`config.mk`:
```
export PLATFORM = sky130hd
export DESIGN_NAME = beam_thresh_loader_flat
export DESIGN_NICKNAME = d
export VERILOG_FILES = /design/src/rtl/beam_thresh_loader_if.sv /design/src/rtl/beam_thresh_loader.sv /design/src/flat_wrapper.sv
export SDC_FILE = /design/constraint.sdc
export NUM_CORES = 2
export LEC_CHECK = 0
export CORE_UTILIZATION = 62
export DETAILED_ROUTE_END_ITERATION = 7
export PLACE_DENSITY_LB_ADDON = 0.1
export SYNTH_ARGS = -nofsm -noshare
export SYNTH_HDL_FRONTEND = slang
export SYNTH_SLANG_ARGS = --single-unit
```
`constraint.sdc`:
```
create_clock -name clk_i -period 4.4 [get_ports clk_i]
set_input_delay 0.88 -clock clk_i [delete_from_list [all_inputs] [get_ports clk_i]]
set_output_delay 0.88 -clock clk_i [all_outputs]
set_load 0.005 [all_outputs]
```
`src/rtl/beam_thresh_loader_if.sv`:
```
// beam_thresh_loader_if: shadow write port and shared threshold bus of the loader
interface beam_thresh_loader_if #(
   parameter int NBEAMS = 48,
   parameter int IDXW   = $clog2(NBEAMS)
);
   logic              wr_valid_i;
   logic              wr_ready_o;
   logic [IDXW-1:0]   wr_beam_i;
   logic [17:0]       wr_thresh_i;
   logic              commit_i;
   logic [17:0]       thresh_o;
   logic [NBEAMS-1:0] thresh_ce_o;
   logic              update_o;
   logic              busy_o;
   logic              done_o;

   modport master (
      output wr_valid_i, wr_beam_i, wr_thresh_i, commit_i,
      input  wr_ready_o, thresh_o, thresh_ce_o, update_o, busy_o, done_o
   );

   modport slave (
      input  wr_valid_i, wr_beam_i, wr_thresh_i, commit_i,
      output wr_ready_o, thresh_o, thresh_ce_o, update_o, busy_o, done_o
   );
endinterface

```
`src/rtl/beam_thresh_loader.sv`:
```
// beam_thresh_loader: shadow threshold file streamed to the beam DSPs on commit
module beam_thresh_loader #(
   parameter int          NBEAMS         = 48,
   parameter logic [17:0] DEFAULT_THRESH = 18'h13880,
   parameter int          IDXW           = $clog2(NBEAMS)
) (
   input logic                 clk_i,
   input logic                 rst_i,
   beam_thresh_loader_if.slave bus
);
   typedef enum logic [1:0] {IDLE, LOAD, UPDATE, DONE} state_t;

   state_t            state_q, state_d;
   logic [IDXW-1:0]   idx_q, idx_d, idx_nxt;
   logic              pending_q, pending_d;
   logic [17:0]       thresh_q, thresh_d, thresh_sel;
   logic [NBEAMS-1:0] ce_q, ce_d;
   logic              update_q, update_d;
   logic              done_q, done_d;
   logic [17:0]       shadow_q [NBEAMS];
   logic [17:0]       shadow_d [NBEAMS];
   logic              busy, wr_fire;

   assign busy    = state_q != IDLE;
   assign wr_fire = bus.wr_valid_i && !busy && !rst_i;

   // Shadow write; indices at or above NBEAMS match no entry and are dropped
   always_comb begin
      for (int i = 0; i < NBEAMS; i++)
         shadow_d[i] = (wr_fire && bus.wr_beam_i == IDXW'(i)) ? bus.wr_thresh_i : shadow_q[i];
   end

   // Next entry to stream; reading shadow_d lets a write on the start edge land in the sequence
   always_comb begin
      idx_nxt    = busy ? idx_q + IDXW'(1) : '0;
      thresh_sel = '0;
      for (int i = 0; i < NBEAMS; i++)
         if (idx_nxt == IDXW'(i)) thresh_sel = shadow_d[i];
   end

   // Sequencer: next state plus registered bus outputs for the coming cycle
   always_comb begin
      state_d   = state_q;
      idx_d     = idx_q;
      pending_d = pending_q | (busy & bus.commit_i);
      thresh_d  = thresh_q;
      ce_d      = '0;
      update_d  = 1'b0;
      done_d    = 1'b0;
      case (state_q)
         IDLE: if (bus.commit_i || pending_q) begin
            state_d   = LOAD;
            idx_d     = '0;
            pending_d = 1'b0;
            thresh_d  = thresh_sel;
            ce_d      = NBEAMS'(1);
         end
         LOAD: if (idx_q != IDXW'(NBEAMS - 1)) begin
            idx_d    = idx_nxt;
            thresh_d = thresh_sel;
            ce_d     = NBEAMS'(1) << idx_nxt;
         end else begin
            state_d  = UPDATE;
            update_d = 1'b1;
         end
         UPDATE: begin
            state_d = DONE;
            done_d  = 1'b1;
         end
         default: state_d = IDLE;
      endcase
   end

   // State and output registers; reset reloads defaults and arms an automatic load
   always_ff @(posedge clk_i) begin
      if (rst_i) begin
         state_q   <= IDLE;
         idx_q     <= '0;
         pending_q <= 1'b1;
         thresh_q  <= '0;
         ce_q      <= '0;
         update_q  <= 1'b0;
         done_q    <= 1'b0;
         for (int i = 0; i < NBEAMS; i++) shadow_q[i] <= DEFAULT_THRESH;
      end else begin
         state_q   <= state_d;
         idx_q     <= idx_d;
         pending_q <= pending_d;
         thresh_q  <= thresh_d;
         ce_q      <= ce_d;
         update_q  <= update_d;
         done_q    <= done_d;
         for (int i = 0; i < NBEAMS; i++) shadow_q[i] <= shadow_d[i];
      end
   end

   assign bus.thresh_o    = thresh_q;
   assign bus.thresh_ce_o = ce_q;
   assign bus.update_o    = update_q;
   assign bus.done_o      = done_q;
   assign bus.busy_o      = busy;
   assign bus.wr_ready_o  = !busy && !rst_i;
endmodule
```
`src/flat_wrapper.sv`:
```
// flat-port wrapper written by rule: the top's interface ports become plain ports
module beam_thresh_loader_flat 
#(
   parameter int          NBEAMS         = 48,
   parameter logic [17:0] DEFAULT_THRESH = 18'h13880,
   parameter int          IDXW           = $clog2(NBEAMS)
)
  (clk_i, rst_i, bus_wr_valid_i, bus_wr_beam_i, bus_wr_thresh_i, bus_commit_i, bus_wr_ready_o, bus_thresh_o, bus_thresh_ce_o, bus_update_o, bus_busy_o, bus_done_o);
  beam_thresh_loader_if #(.NBEAMS(NBEAMS), .IDXW(IDXW)) bus_i ();
  input logic clk_i;
  input logic rst_i;
  input wire logic [$bits(bus_i.wr_valid_i)-1:0] bus_wr_valid_i;
  input wire logic [$bits(bus_i.wr_beam_i)-1:0] bus_wr_beam_i;
  input wire logic [$bits(bus_i.wr_thresh_i)-1:0] bus_wr_thresh_i;
  input wire logic [$bits(bus_i.commit_i)-1:0] bus_commit_i;
  output wire logic [$bits(bus_i.wr_ready_o)-1:0] bus_wr_ready_o;
  output wire logic [$bits(bus_i.thresh_o)-1:0] bus_thresh_o;
  output wire logic [$bits(bus_i.thresh_ce_o)-1:0] bus_thresh_ce_o;
  output wire logic [$bits(bus_i.update_o)-1:0] bus_update_o;
  output wire logic [$bits(bus_i.busy_o)-1:0] bus_busy_o;
  output wire logic [$bits(bus_i.done_o)-1:0] bus_done_o;
  assign bus_i.wr_valid_i = bus_wr_valid_i;
  assign bus_i.wr_beam_i = bus_wr_beam_i;
  assign bus_i.wr_thresh_i = bus_wr_thresh_i;
  assign bus_i.commit_i = bus_commit_i;
  assign bus_wr_ready_o = bus_i.wr_ready_o;
  assign bus_thresh_o = bus_i.thresh_o;
  assign bus_thresh_ce_o = bus_i.thresh_ce_o;
  assign bus_update_o = bus_i.update_o;
  assign bus_busy_o = bus_i.busy_o;
  assign bus_done_o = bus_i.done_o;
  beam_thresh_loader #(.NBEAMS(NBEAMS), .DEFAULT_THRESH(DEFAULT_THRESH), .IDXW(IDXW)) u_core (.clk_i(clk_i), .rst_i(rst_i), .bus(bus_i));
endmodule
```
### Word level (Yosys, flattened, before mapping)

Memories as Yosys holds them, arrays and structs flattened.
Cells that the tools add are included.

* memories kept: 1
* bits of input ports: 28
* bits in latches: 0
* output and inout bits: 70
* flip-flop bits (word level): 77
* memory bits (writable): 864
* bits in read-only memories: 0

* shift-type cells: 1
* multiply operators: 0
* mux-type cells: 164
* $add $sub $neg: 1
* magnitude comparators: 0
* divide/modulo/power cells: 0
* equal/unequal tests: 100
* reductions and logical operators: 62
* bitwise gates (word level): 51

Memory list
* u_core.shadow_q: words 48, bits a word 18, read ports 48, clocked after memory_dff 0, wr ports 48, RTL line beam_thresh_loader.sv:20 `logic [17:0] shadow_q [NBEAMS];`

Operator list (count)
* $mux 18: 146
* $eq 6x5->1 const B: 32
* $eq 6x6->1 const B: 32
* $eq 6x4->1 const B: 16
* $pmux 48 s2: 1
* $logic_and 1x1->1: 51
* $or 1x1->1: 49
* $eq 6x3->1 const B: 8
* $mux 48: 1
* $shl 1x6->48 const A: 1
* $pmux 18 s2: 1
* $eq 6x2->1 const B: 4
* $mux 6: 3
* $eq 6x1->1 const B: 2
* $logic_not 6->1: 2
* $pmux 6 s2: 1
* $mux 1: 8
* $add 6x1->6 const B: 1
* $ne 6x6->1 const B: 1
* $pmux 2 s3: 1
* $mux 2: 2
* $ne 2x1->1 const B: 2
* $reduce_bool 2->1: 2
* $reduce_and 3->1: 1
* other kinds (10): 11

### Logic depth before layout (Yosys ltp)

* word-level depth: 56
* gate-level depth with buffers: 15
* mapped depth without buffers: 11

### Worst setup path before layout

No wires, ideal clock.

* path kind: in2reg
* from: input port rst_i
* to: register u_core.thresh_q[17] (netlist: u_core.bus.thresh_o[17])
* required time: 4.284 ns
* slack: 1.098 ns
* arrival time: 3.186 ns
* stages on the path: 12
* cell sequence: nand4bb_1 -> clkbuf_1 -> buf_2 -> nor3b_1 -> buf_2 -> buf_4 -> mux2i_1 -> o21ai_0 -> a221oi_1 -> o21ai_0 -> a2111oi_0 -> and3b_1

* cells in the longest elaborated chain, start to end: 54
* elaborated cells on any way between the ends: 149
* those cells by class: mux (99); reduce/logical (50)

RTL lines
* start, declared: RTL line flat_wrapper.sv:11 `input logic rst_i;`
* $logic_not 1->1: RTL line beam_thresh_loader.sv:25 `assign wr_fire = bus.wr_valid_i && !busy && !rst_i;`
* $logic_and 1x1->1: RTL line beam_thresh_loader.sv:25
* $logic_and 1x1->1: RTL line beam_thresh_loader.sv:30 `shadow_d[i] = (wr_fire && bus.wr_beam_i == IDXW'(i)) ? bus.wr_thresh_i : shadow_q[i];`
* $mux 18: RTL line beam_thresh_loader.sv:30
* $mux 18 (48 in a row): RTL line beam_thresh_loader.sv:38 `if (idx_nxt == IDXW'(i)) thresh_sel = shadow_d[i];`
* $mux 18 (on tied branches): RTL line beam_thresh_loader.sv:58, beam_thresh_loader.sv:51
* $pmux 18 s2: RTL line beam_thresh_loader.sv:50 `case (state_q)`
* end signal, assigned: RTL line beam_thresh_loader.sv:89 `thresh_q <= thresh_d;`
* end, declared: RTL line beam_thresh_loader.sv:16 `logic [17:0] thresh_q, thresh_d, thresh_sel;`

Several ways; a longest one is shown, not always the timed one. The select of a mux whose other input is x is not followed.
A chain may end at the register's enable or synchronous reset.

### Worst setup path after layout

* from: register u_core.state_q[1]
* to: register u_core.thresh_q[8] (netlist: u_core.bus.thresh_o[8])

* cells in the longest elaborated chain, start to end: 56
* elaborated cells on any way between the ends: 206
* those cells by class: eq/ne (50); mux (100); reduce/logical (56)

RTL lines
* start, declared: RTL line beam_thresh_loader.sv:13 `state_t state_q, state_d;`
* start signal, assigned: RTL line beam_thresh_loader.sv:86 `state_q <= state_d;`
* $reduce_bool 2->1: RTL line beam_thresh_loader.sv:24 `assign busy = state_q != IDLE;`
* $logic_not 1->1: RTL line beam_thresh_loader.sv:25
* $logic_and 1x1->1 (2 in a row): RTL line beam_thresh_loader.sv:25
* $logic_and 1x1->1: RTL line beam_thresh_loader.sv:30
* $mux 18: RTL line beam_thresh_loader.sv:30
* $mux 18 (48 in a row): RTL line beam_thresh_loader.sv:38
* $mux 18 (on tied branches): RTL line beam_thresh_loader.sv:58, beam_thresh_loader.sv:51
* $pmux 18 s2: RTL line beam_thresh_loader.sv:50

Several ways; a longest one is shown, not always the timed one. The select of a mux whose other input is x is not followed.

==> results.sh <==
export IMPL_status="finished clean"
export IMPL_routed_via_density=6.51
export IMPL_fmax_mhz=228
export IMPL_chipWidth_um=258
export IMPL_first_pass_iters=6
export IMPL_vias=35000
export IMPL_leakage_nw=20.9
export IMPL_grt_usage=0.423
export IMPL_synthArstFlopShare=0
export IMPL_cts_max_path_buffers=3
export IMPL_ir_worst_vdd_v=0.000354
export IMPL_layout_min_cycle_time_ns=4.38
export IMPL_fin_total_pwr_mw=20.0
export IMPL_antenna_found_initial=2
export IMPL_hold_viol=0
export IMPL_numPortBuffers=97
export IMPL_grt_pass1_wl_um=211000
export IMPL_hpwl_um=95400
export IMPL_gp_congestion=1.03
export IMPL_syn_area_mm2=0.0406
export IMPL_wirelength_um=144000
export IMPL_critPathKind="reg2reg"
export IMPL_coreArea_mm2=0.0646
export IMPL_cts_tree="done"
export IMPL_synth_cells=4334
export IMPL_ys_seq_area_frac=0.464
export IMPL_maxCapViolations=0
export IMPL_yosysWarnings=0
export IMPL_grt_max_degree=216
export IMPL_synth_edff_count=0
export IMPL_synth_distinct_cells=99
export IMPL_p_per_area_mw_per_mm2=423
export IMPL_slew_headroom=0.148
export IMPL_boundaryPins=98
export IMPL_wl_per_cell_um=26.8
export IMPL_min_path_type="in2reg"
export IMPL_setup_tns_final_ns=0
export IMPL_multi_input_area_mm2=0.0200
export IMPL_drt_iter0_drc=4527
export IMPL_row_count=93
export IMPL_cts_sinks=941
export IMPL_h_tree_depth=3
export IMPL_path_clk_slew_ns=0.06
export IMPL_final_util=0.732
export IMPL_die_area_mm2=0.0665
export IMPL_cp_start_kind="flip-flop"
export IMPL_syn2layout_area_growth_pct=16.5
export IMPL_skew_ns=0.0175
export IMPL_die_h_um=258
export IMPL_syn_avg_cell_area_um2=9.36
export IMPL_crit_required_ns=4.98
export IMPL_cp_arrival_ns=4.96
export IMPL_cts_root_buffer_cell="clkbuf_16"
export IMPL_grt_overflow=0
export IMPL_crit_start="u_core.state_q[1]$_SDFFE_PP0P_"
export IMPL_grt_pass1_vias=32300
export IMPL_worst_slew_pin_slew_ns=1.28
export IMPL_ys_seq_elements=941
export IMPL_hp_start="rst_i"
export IMPL_hold_slack_ns=0.437
export IMPL_fin_crit_sh=0.995
export IMPL_maxSlewViolCount=0
export IMPL_drtAntennaViolNets=0
export IMPL_setup_viol=0
export IMPL_r2r_start="u_core.state_q[1]$_SDFFE_PP0P_"
export IMPL_fill_cells=5006
export IMPL_cp_max_fo=15
export IMPL_cts_made_buffers=95
export IMPL_nNetsFinal=4479
export IMPL_drc=0
export IMPL_insertion_delay_ns=0.68
export IMPL_start_util=0.628
export IMPL_rsz0062_at_grt="no"
export IMPL_syn_num_nets=4367
export IMPL_layout_drive_gt1_share=0.136
export IMPL_synth_top_flop_cell="dfxtp_1"
export IMPL_seq_area_mm2=0.0188
export IMPL_cp_end_kind="flip-flop"
routing by layer:
metal	GRT usage	share of wire
met2	0.623	0.42
met5	0	0.000090
met4	0.195	0.050
met1	0.582	0.41
met3	0.107	0.12
state kept, by name, indices dropped and copies added (netlist names):
| signal | flops |
|---|---|
| u_core.bus.thresh_o | 18 |
| u_core.bus.update_o | 1 |
| u_core.state_q | 2 |
| u_core.bus.done_o | 1 |
| u_core.shadow_q | 864 |
| u_core.bus.thresh_ce_o | 48 |
| u_core.pending_q | 1 |
| u_core.idx_q | 6 |
critical path, cell delays in order, from the launching register on:
cell and delay, ns:
dfxtp_1 0.34, inv_1 0.10, ha_2 0.44, and4bb_2 0.40, buf_4 0.16, buf_4 0.17, nand3_1 0.13, buf_4 0.23
buf_4 0.24, mux2i_1 0.16, a22oi_1 0.20, nand3_1 0.25, a221oi_1 0.97, nor4_1 0.09, buf_4 0.19, o31ai_1 0.20
layout make-up:
class / count / area share
repair buffers: 426 / 0.0831
flip-flops and latches: 941 / 0.399
diodes: 3 / 0.000159
clock inverters: 50 / 0.0152
multi-input cells: 2974 / 0.423
well taps: 855 / 0.0226
inverters: 8 / 0.000794
clock buffers: 123 / 0.0561
synth_stat cells (all sizes together), types with 36 or more instances:
master | instances | area (um2)
and2 | 36 | 225
a22oi | 116 | 871
nor3 | 66 | 352
nand3 | 67 | 348
dfxtp | 941 | 18800
nor4 | 42 | 284
clkbuf | 238 | 893
nor2 | 746 | 2800
o221ai | 37 | 324
o21ai | 83 | 419
buf | 173 | 910
o22ai | 106 | 669
mux2i | 826 | 8280
nand2 | 382 | 1440
a21oi | 70 | 358
placed cells by master (no fill, tap or decap), drive strengths merged, types with 14 or more instances in the layout:
master,instances
o22a,33
o21ai,83
and3,14
nor2,746
buf,349
o221ai,37
o211ai,21
a21oi,70
and2,36
o22ai,106
a22oi,116
dfxtp,941
o32ai,17
a221oi,28
mux2,34
clkdlybuf4s50,77
a31oi,28
mux2i,826
nand3,67
nand2,382
bufinv,14
nor4,42
clkinv,26
clkbuf,123
nor3b,18
nor3,66
what timing repair did:
action | in CTS | in global routing
setup buffers | 0 | 2
gates cloned | 0 | 0
setup endpoints to repair | 2 | 2
hold buffers | 0 | 0
hold endpoints to repair | 0 | 0
gates resized for setup | 1 | 0
power by group:
group | internal [mW] | switching, mW
clock network | 5.11 | 3.58
logic | 0.819 | 1.76
registers | 8.62 | 0.122
total | 14.6 | 5.46
through the flow:
step / instance area [um2] / worst slack (ns) / instances
after floorplan: 40600 / 1.10 / 4334
after global placement: 43900 / -0.294 / 5202
after detailed placement: 43900 / -0.257 / 5202
after CTS: 47200 / 0.0586 / 5375
after global routing: 47300 / 0.0238 / 5377
final: 47300 / 0.0200 / 5380
worst paths after layout:
check                                        end  slack [ns]  depth (start not counted)
min reg2reg    u_core.shadow_q[0][11]$_SDFF_PP1_        0.47                          2
min           u_core.shadow_q[1][125]$_SDFF_PP0_        0.44                          2
max          u_core.bus.thresh_o[8]$_SDFFE_PP0P_        0.02                         15
max reg2reg  u_core.bus.thresh_o[8]$_SDFFE_PP0P_        0.02                         15
kinds of logic after synthesis:
kind of cell	Yosys count	synth area share
and+or+nand+nor	1450	0.156
DFF	941	0.464
muxes	860	0.213
AOI/OAI and AO/OA	656	0.119
buffers and inverters	419	0.0452
adders and majority gates	5	0.00154
xor gates and xnor gates	3	0.000648
(Power assumes the default switching activity.)
